**config.mk**
```make
export PLATFORM = sky130hd
export DESIGN_NAME = barrel_shifter_pipe
export DESIGN_NICKNAME = d
export VERILOG_FILES = /design/src/rtl/barrel_shifter_pipe.sv
export SDC_FILE = /design/constraint.sdc
export NUM_CORES = 1
export LEC_CHECK = 0
export CAP_MARGIN = 20
export CORE_MARGIN = 1
export CORE_UTILIZATION = 55
export CTS_CLUSTER_SIZE = 8
export DETAILED_ROUTE_END_ITERATION = 10
export GPL_TIMING_DRIVEN = 1
export PLACE_DENSITY = 0.76
export SLEW_MARGIN = 30
export SYNTH_ARGS = -nofsm -noshare
export SYNTH_HDL_FRONTEND = slang
export SYNTH_SLANG_ARGS = --single-unit
export TNS_END_PERCENT = 30
```
**constraint.sdc**
```tcl
create_clock -name i_clk -period 2.4 [get_ports i_clk]
set_input_delay 0.36 -clock i_clk [delete_from_list [all_inputs] [get_ports i_clk]]
set_output_delay 0.36 -clock i_clk [all_outputs]
set_load 0.005 [all_outputs]
```
**src/rtl/barrel_shifter_pipe.sv**
```systemverilog
// ---------------------------------------------------------------------------
// barrel_shifter_pipe
//
// Purpose:
//   Parametrised barrel shifter with valid/ready streaming on both sides.
//   The shift amount is applied as log2(WIDTH) levels of 1, 2, 4, ...
//   Supported operations: logical left, logical right, arithmetic right,
//   rotate left and rotate right. Besides the result it returns the last bit
//   shifted/rotated across the word boundary (carry) and a zero flag.
//
//   PIPELINED = 1 : one register slot after every level, latency SW cycles,
//                   one beat per cycle throughput.
//   PIPELINED = 0 : all levels combinational into a single output slot,
//                   latency 1 cycle.
//
// Ports:
//   i_clk        in   1      clock, rising edge
//   i_rst_n      in   1      asynchronous active-low reset
//   i_in_valid   in   1      input beat present
//   o_in_ready   out  1      beat accepted this cycle when i_in_valid is high
//   i_din        in   WIDTH  operand
//   i_shamt      in   SW     shift amount 0..WIDTH-1
//   i_lr         in   1      1 = left, 0 = right
//   i_al         in   1      1 = arithmetic (right shift only)
//   i_rot        in   1      1 = rotate (overrides i_al)
//   o_out_valid  out  1      result beat present
//   i_out_ready  in   1      downstream accepts the result beat
//   o_dout       out  WIDTH  shifted/rotated result
//   o_carry      out  1      last bit moved across the boundary, 0 for shamt=0
//   o_zero       out  1      o_dout == 0
// ---------------------------------------------------------------------------
module barrel_shifter_pipe #(
    parameter int  WIDTH     = 32,
    parameter int  PIPELINED = 1,
    localparam int SW        = $clog2(WIDTH)
) (
    input  logic             i_clk,
    input  logic             i_rst_n,
    input  logic             i_in_valid,
    output logic             o_in_ready,
    input  logic [WIDTH-1:0] i_din,
    input  logic [SW-1:0]    i_shamt,
    input  logic             i_lr,
    input  logic             i_al,
    input  logic             i_rot,
    output logic             o_out_valid,
    input  logic             i_out_ready,
    output logic [WIDTH-1:0] o_dout,
    output logic             o_carry,
    output logic             o_zero
);

    // Number of register slots; the last slot is the output register.
    localparam int NS = (PIPELINED != 0) ? SW : 1;

    // Everything a beat needs to finish its remaining levels travels with it.
    typedef struct packed {
        logic [WIDTH-1:0] data;
        logic [SW-1:0]    shamt;
        logic             lr;
        logic             rot;
        logic             fill;   // sign bit for arithmetic right, else 0
        logic             carry;
    } beat_t;

    // One shift level of 2^k positions, applied only when shamt[k] is set.
    // The carry picks the last bit that crosses the boundary at this level;
    // for rotates that bit equals dout[0] (left) or dout[WIDTH-1] (right)
    // once all levels are done, so shifts and rotates share the same index.
    function automatic beat_t apply_level(input beat_t b, input int k);
        beat_t           r;
        int              s;
        logic [SW-1:0]   idx;
        r   = b;
        s   = 1 << k;
        idx = '0;
        if (|(b.shamt & (SW'(1) << k))) begin
            if (b.lr) begin
                r.data = b.data << s;
                if (b.rot) begin
                    r.data = r.data | (b.data >> (WIDTH - s));
                end
                idx     = SW'(WIDTH - s);
                r.carry = b.data[idx];
            end else begin
                r.data = b.data >> s;
                if (b.rot) begin
                    r.data = r.data | (b.data << (WIDTH - s));
                end else if (b.fill) begin
                    r.data = r.data | ~({WIDTH{1'b1}} >> s);
                end
                idx     = SW'(s - 1);
                r.carry = b.data[idx];
            end
        end
        return r;
    endfunction

    beat_t w_in_beat;
    beat_t w_stage_out [NS];
    beat_t r_slot      [NS];
    logic  r_valid     [NS];
    logic  w_src_valid [NS];
    logic  w_ready     [NS+1];
    logic  r_zero;

    // Capture the sign at the input so arithmetic fill does not depend on
    // partially shifted data further down the pipe.
    always_comb begin
        w_in_beat.data  = i_din;
        w_in_beat.shamt = i_shamt;
        w_in_beat.lr    = i_lr;
        w_in_beat.rot   = i_rot;
        w_in_beat.fill  = i_al & ~i_lr & ~i_rot & i_din[WIDTH-1];
        w_in_beat.carry = 1'b0;
    end

    assign w_ready[NS] = i_out_ready;

    generate
        if (PIPELINED != 0) begin : g_pipe
            for (genvar gi = 0; gi < NS; gi++) begin : g_lvl
                if (gi == 0) begin : g_first
                    assign w_stage_out[gi] = apply_level(w_in_beat, gi);
                end else begin : g_next
                    assign w_stage_out[gi] = apply_level(r_slot[gi-1], gi);
                end
            end
        end else begin : g_comb
            always_comb begin
                beat_t b;
                b = w_in_beat;
                for (int k = 0; k < SW; k++) begin
                    b = apply_level(b, k);
                end
                w_stage_out[0] = b;
            end
        end
    endgenerate

    // Slot k advances when it is empty or the slot after it advances, so
    // bubbles collapse and the chain of readies reaches o_in_ready.
    generate
        for (genvar gi = 0; gi < NS; gi++) begin : g_slot
            if (gi == 0) begin : g_src_in
                assign w_src_valid[gi] = i_in_valid;
            end else begin : g_src_slot
                assign w_src_valid[gi] = r_valid[gi-1];
            end

            assign w_ready[gi] = !r_valid[gi] || w_ready[gi+1];

            always_ff @(posedge i_clk or negedge i_rst_n) begin
                if (!i_rst_n) begin
                    r_valid[gi] <= 1'b0;
                    r_slot[gi]  <= '0;
                end else if (w_ready[gi]) begin
                    r_valid[gi] <= w_src_valid[gi];
                    // Payload only loads with a real beat, so idle inputs
                    // never disturb held data.
                    if (w_src_valid[gi]) begin
                        r_slot[gi] <= w_stage_out[gi];
                    end
                end
            end
        end
    endgenerate

    // Zero flag is registered alongside the output slot.
    always_ff @(posedge i_clk or negedge i_rst_n) begin
        if (!i_rst_n) begin
            r_zero <= 1'b0;
        end else if (w_ready[NS-1] && w_src_valid[NS-1]) begin
            r_zero <= (w_stage_out[NS-1].data == '0);
        end
    end

    assign o_in_ready  = w_ready[0];
    assign o_out_valid = r_valid[NS-1];
    assign o_dout      = r_slot[NS-1].data;
    assign o_carry     = r_slot[NS-1].carry;
    assign o_zero      = r_zero;

    // Control fields of the output slot are not needed past the last level.
    logic w_unused;
    assign w_unused = ^{r_slot[NS-1].shamt, r_slot[NS-1].lr,
                        r_slot[NS-1].rot, r_slot[NS-1].fill};

endmodule
```
==> impl_results.md, run 1 <==
- CP Data Arrival Time: 1800 ps
- Worst skew pair latency: roughly 440 ps
- # IOs: 80
- Ys async rst share: between 90% and 100%
- Setup tns final: 0 ps
- Number of nets in the layout: 1270
- Slew headroom: 52.4%
- Max Slew Vio Count: 0
- RSZ-0062 raised after global routing: false
- Antenna Nets Post-Route: 0
- Largest net degree at the start of global routing: 65
- Total CTS buffers: 17
- Req. time, crit path: 2040 ps
- Final hold vios: 0
- Setup crit start kind: register
- Vias/cell: 5.56
- Post-synth EDFFs: 0
- Vias in the first global route: 7591
- 1st-iter DRT viols: 474
- Row cnt: 50
- Clk slew on worst S/H paths: 80 ps
- Total congestion overflow: 0
- Crit path kind: register to output pin
- WL per Instance: about 16 um
- Worst Clk Skew: 14.5 ps
- # setup viols final: 0
- Initial antenna violation count: 0
- Root Driver: clkbuf_16
- Area after DPL: about 11000 sq um
- Maximum VDD drop: ~0.00054 V
- Ys flop type: dfrtp_1
- First-pass GRT wire length: between 30000 and 40000 um
- CP Capture Type: output pin
- CTS tree: yes
- Commonest non-fill, non-tap cell in the layout: o21ai_0
- Global-route usage over all layers: 25.0%
- First-pass iteration count of the detailed router: 7
- Power Dens Cells: approximately 1200 nW/um^2
- Worst-margin pin slew: approximately 710 ps
- Crit-path max FO: 4
- Sink Count: 193
- Max Cap Viol: 0
- CP Cell Sequence: and4b_1, nand3_1, clkdlybuf4s50_1
- DP HPWL: about 17000 um
- HP Class: primary input to asynchronous set/reset pin
- Die height: around 140 um
- Die Span X: 140 um
- Worst stage delay on the critical path: about 550 ps
- Status: complete, no violations
- FMAX: around 460 MHz
- FF+latch count, synth: approximately 190
- ANT cells: 0
- Area grow syn2layout: 14.0%
- Die area: a little under 20000 sq um
- Synthesis Warnings: 0
- Most frequent cells in the layout: 290 x o21ai_0, 284 x nand2_1, 193 x dfrtp_1
- Buffers on Ports: 79
- Period utilisation layout: about nine tenths
- Max clock buf depth: 2
- Critical Path Slowest Stage Cell: clkdlybuf4s50_1
- Fraction of final layout cells sized beyond drive strength 1: a little under a tenth
- Post-Synthesis Cells: 1219
- Mapped Area: 10500 sq um
- Core area: roughly 19000 sq um
- Via count: around 8.2k
- H-tree levels: 4
- Total power: about 14 mW
- Mean post-synth cell area: 8.62 sq um
- Final instance area: between 10000 and 15000 sq um
- Initial core utilization: 56.2%
- Final Util: 64.1%
- Drt drc: 0
- Minimum clock period: approximately 2200 ps
- Resized Gates After CTS: 0
- Leakage power: about 5.3 nW
- Syn Nets: 1263
- GP Congestion: approximately 0.88
- Sequential share of the synthesized area: about 46%
- DRT Wirelength: roughly 23000 um
- Synth unique cells: 37
area by class of cell:
class | instances | area, sq um
clock buffer | 17 | 425
sequential | 193 | 4830
multi-input combinational | 897 | 5060
timing repair buffer | 116 | 1180
fill | 1579 | 6720
clock inverter | 15 | 185
tap | 234 | 293
inverter | 1 | 3.75
registers in the layout (all words and copies together), names as in the netlist:
| signal | flops |
|---|---|
| o_out_valid | 1 |
| o_carry | 1 |
| o_zero | 1 |
| r_slot | 154 |
| r_valid | 4 |
| o_dout | 32 |
metrics by stage:
stage | hold WS (ps) | instances | setup slack, ps
finish | 426 | 1473 | 240
global route | 461 | 1473 | 144
CTS | 429 | 1473 | 221
detailed placement | 340 | 1440 | 256
global placement | 334 | 1440 | 257
floorplan | 64.4 | 1219 | 581
power breakdown:
group | leakage [nW] | internal, mW | total (mW) | switching (mW)
Clock | 0.292 | 1.59 | 2.92 | 1.33
Sequential | 2.36 | 4.42 | 5.76 | 1.34
Combinational | 2.65 | 2.45 | 5.11 | 2.66
Total | 5.30 | 8.46 | 13.8 | 5.33
cell usage after synthesis, types with 2 or more instances:
master	count	area (sq um)
nor2b_1	26	163
buf_1	10	37.5
buf_4	32	240
clkbuf_1	71	267
dfrtp_1	193	4830
mux2_2	35	394
a22oi_1	2	15.0
a31oi_1	4	25.0
or4_1	2	15.0
or2_2	3	18.8
or3b_2	2	17.5
nand3_1	19	95.1
buf_2	14	70.1
o21ai_0	290	1450
a21oi_1	54	270
nor2_1	19	71.3
nor4_1	6	37.5
and2_1	2	12.5
nand2b_1	14	87.6
mux2i_1	118	1180
nand2_1	287	1080
per-layer routing:
layer / up-vias / part of all wire, % / GRT usage, %
met5: - / 0 / 0
met4: 0 / 1.8 / 7.11
met1: 3832 / 46 / 33.7
met2: 154 / 49 / 41.9
met3: 26 / 3.1 / 4.00
li1: 4177 / - / -
worst paths after layout:
kind,startpoint,to,slack (ps),depth (start not counted)
hold reg to reg,o_dout[12],o_dout[12],480,2
min in group i_clk,o_dout[12],o_dout[12],480,2
max in group asynchronous,i_rst_n,r_slot[191],1240,3
setup reg to reg,r_slot[49],o_zero,310,5
setup / recovery,r_valid[1],o_in_ready,240,3
hold / removal,i_rst_n,o_dout[6],430,2
cell families after synthesis:
family / synth area share (%)
AO/OA/AOI/OAI: 17.3
multiplexers: 15.0
buffers and inverters: 5.99
flip-flops: 45.9
AND/OR/NAND/NOR: 15.8
repair_timing:
action | CTS | global route
hold endpoints to repair | 47 | 0
buffers inserted | 0 | 0
hold buffers | 1 | 0
critical path: cells and delay by family, from the launching register on:
| kind | cells | cell delay (ps) |
|---|---|---|
| buffers and inverters | 1 | 550 |
| DFF | 1 | 410 |
| and+or+nand+nor | 2 | 410 |
Note: power is estimated with default switching activity, not from simulation.
==> inputs of run 2 (changes only) <==
Settings changed: CTS_CLUSTER_SIZE 8 to unset.
==> results of run 2 <==
Same layout as run 1: the final DEF is identical, and so are final timing and power.
==> inputs of run 3 (changes only) <==
Clock period 2.4 ns to 2.5 ns, I/O delays scaled along.
==> impl_results.md, run 3 (same netlist as run 1, synthesis figures left out) <==
- 1st-iter DRT viols: 643 (was 474)
- Vias in the first global route: 7595 (was 7591)
- CP Data Arrival Time: 2530 ps (was 1800 ps)
- Max Slew Vio Count: 0 (unchanged)
- Commonest non-fill, non-tap cell in the layout: o21ai_0 (unchanged)
- H-tree levels: 4 (unchanged)
- Multi-input gate area: 5060 sq um (unchanged)
- CP Capture Type: register (was output pin)
- Hold_buf cts: 1 (unchanged)
- Resized Gates After CTS: 0 (unchanged)
- Drt drc: 0 (unchanged)
- CP Cell Sequence: buf_4, nor2_1, a21oi_1, or4_1, o41ai_2 (was and4b_1, nand3_1, clkdlybuf4s50_1)
- Status: complete, no violations (unchanged)
- DRT Wirelength: 23100 um (was 23200 um)
- Initial core utilization: 56.2% (unchanged)
- First-pass GRT wire length: 38700 um (was 38900 um)
- Max Cap Viol: 0 (unchanged)
- GP Congestion: 0.910 (was 0.879)
- Leakage power: 5.26 nW (was 5.30 nW)
- Max clock buf depth: 2 (unchanged)
- # IOs: 80 (unchanged)
- Setup tns final: 0 ps (unchanged)
- Most frequent cells in the layout: 290 x o21ai_0, 284 x nand2_1, 193 x dfrtp_1 (unchanged)
- Die Span X: 140 um (unchanged)
- RSZ-0062 raised after global routing: false (unchanged)
- Crit-path max FO: 27 (was 4)
- Period utilisation layout: just under 90%
- Top reg by flops: r_slot (unchanged)
- Total CTS buffers: 17 (unchanged)
- WL per Instance: 15.7 um (was 15.8 um)
- Final instance count without filler cells: 1471 (was 1473)
- Fraction of final layout cells sized beyond drive strength 1: 9.30% (was 9.44%)
- Minimum clock period: between 2000 and 2500 ps
- # setup viols final: 0 (unchanged)
- Root Driver: clkbuf_16 (unchanged)
- Maximum VDD drop: 0.000575 V (was 0.000541 V)
- Total congestion overflow: 0 (unchanged)
- Core area: 18700 sq um (unchanged)
- Area grow syn2layout: 13.0% (was 14.0%)
- Setup crit start kind: register (unchanged)
- Clk slew on worst S/H paths: 70 ps (was 80 ps)
- Buf/Inv on CP: 1 (unchanged)
- Largest net degree at the start of global routing: 66 (was 65)
- Initial antenna violation count: 0 (unchanged)
- Req. time, crit path: 2840 ps (was 2040 ps)
- First-pass iteration count of the detailed router: 5 (was 7)
- Power Dens Cells: 1090 nW/um^2 (was 1150 nW/um^2)
- Number of nets in the layout: 1269 (was 1270)
- Global-route usage over all layers: 25.0% (about the same)
- Filler cells: 1558 (was 1579)
- Antenna Nets Post-Route: 0 (unchanged)
- Register area: 4830 sq um (unchanged)
- DP HPWL: 17100 um (about the same)
- Buffers on Ports: 79 (unchanged)
- Sink Count: 193 (unchanged)
- Post-CTS Setup Bufs: 0 (unchanged)
- Die height: 140 um (unchanged)
- Worst-margin pin slew: 767 ps (was 712 ps)
- Slew headroom: 48.9% (was 52.4%)
- Total power: 12.9 mW (was 13.8 mW)
- Worst Clk Skew: 8.79 ps (was 14.5 ps)
- FMAX: roughly 460 MHz
- Vias/cell: 5.59 (was 5.56)
- Worst path top cell family by delay: simple AND/OR/NAND/NOR gates (was buffers and inverters)
- ANT cells: 0 (unchanged)
- Final worst setup slack: 306 ps (was 240 ps)
- Row cnt: 50 (unchanged)
- Worst skew pair latency: 440 ps (about the same)
- Placed Cells incl. Taps: 1439 (was 1440)
- Critical Path Slowest Stage Cell: dfrtp_1 (was clkdlybuf4s50_1)
- CTS tree: yes (unchanged)
- Worst stage delay on the critical path: 660 ps (was 550 ps)
- Final hold vios: 0 (unchanged)
- Via count: 8224 (was 8189)
- Flip-flop count of the largest register after layout: 154 (unchanged)
- Die area: 19700 sq um (unchanged)
- Crit path kind: register to register (was register to output pin)
- Pre-CTS setup slack: 337 ps (was 256 ps)
- HP Class: primary input to asynchronous set/reset pin (unchanged)
## run 3: cell types whose count changed in the layout (fill, tap and decap cells not counted)
cell	delta
inv_6	+1
clkinv_2	+5
buf_4	+1
inv_8	-6
buf_12	-2
clkinvlp_4	-1
clkbuf_8	+2
bufinv_16	-2
## run 3: metal layers
metal	vias to the layer above	part of all wire, %	track usage, %
met5	-	0	0
met4	0	3.2	11.5
met3	48	3.6	4.10
met2	192	48	40.5
met1	3809	45	33.0
li1	4175	-	-
## run 3: cell type report
type	count	area share, %
Multi-Input combinational cell	897	42.6
Sequential cell	193	40.7
Timing Repair Buffer	115	9.68
Clock buffer	19	3.81
Tap cell	234	2.47
Clock inverter	12	0.706
Inverter	1	0.0316
## run 3: path summary, 6_finish.rpt
check | from | endpoint | slack, ps | cells after the start
min in group i_clk | o_dout[8] | o_dout[8] | 480 | 2
min reg2reg | o_dout[8] | o_dout[8] | 480 | 2
max reg2reg | r_slot[49] | o_zero | 310 | 5
max in group asynchronous | i_rst_n | r_slot[119] | 1380 | 3
max | r_slot[49] | o_zero | 310 | 5
min | i_rst_n | o_dout[7] | 460 | 2
## run 3: through the flow
| step | util [%] | hold WS, ps | area, sq um |
|---|---|---|---|
| detailed placement | 60.6 | 376 | 11300 |
| finish | 63.5 | 459 | 11900 |
| CTS | 63.5 | 480 | 11900 |
| global placement | 60.6 | 371 | 11300 |
| global route | 63.5 | 494 | 11900 |
| floorplan | - | 79.4 | 10500 |
## run 3: power by group
group	internal (mW)	leakage (nW)	switching [mW]	total (mW)
registers	4.24	2.36	1.28	5.53
clock network	1.32	0.266	1.19	2.52
logic	2.33	2.64	2.53	4.85
total	7.89	5.26	5.00	12.9
## run 3: worst reg2reg max path: stages, from the launching register on
cell and delay (ps):
dfrtp_1 660, buf_4 340, nor2_1 120, a21oi_1 70, or4_1 590, o41ai_2 320
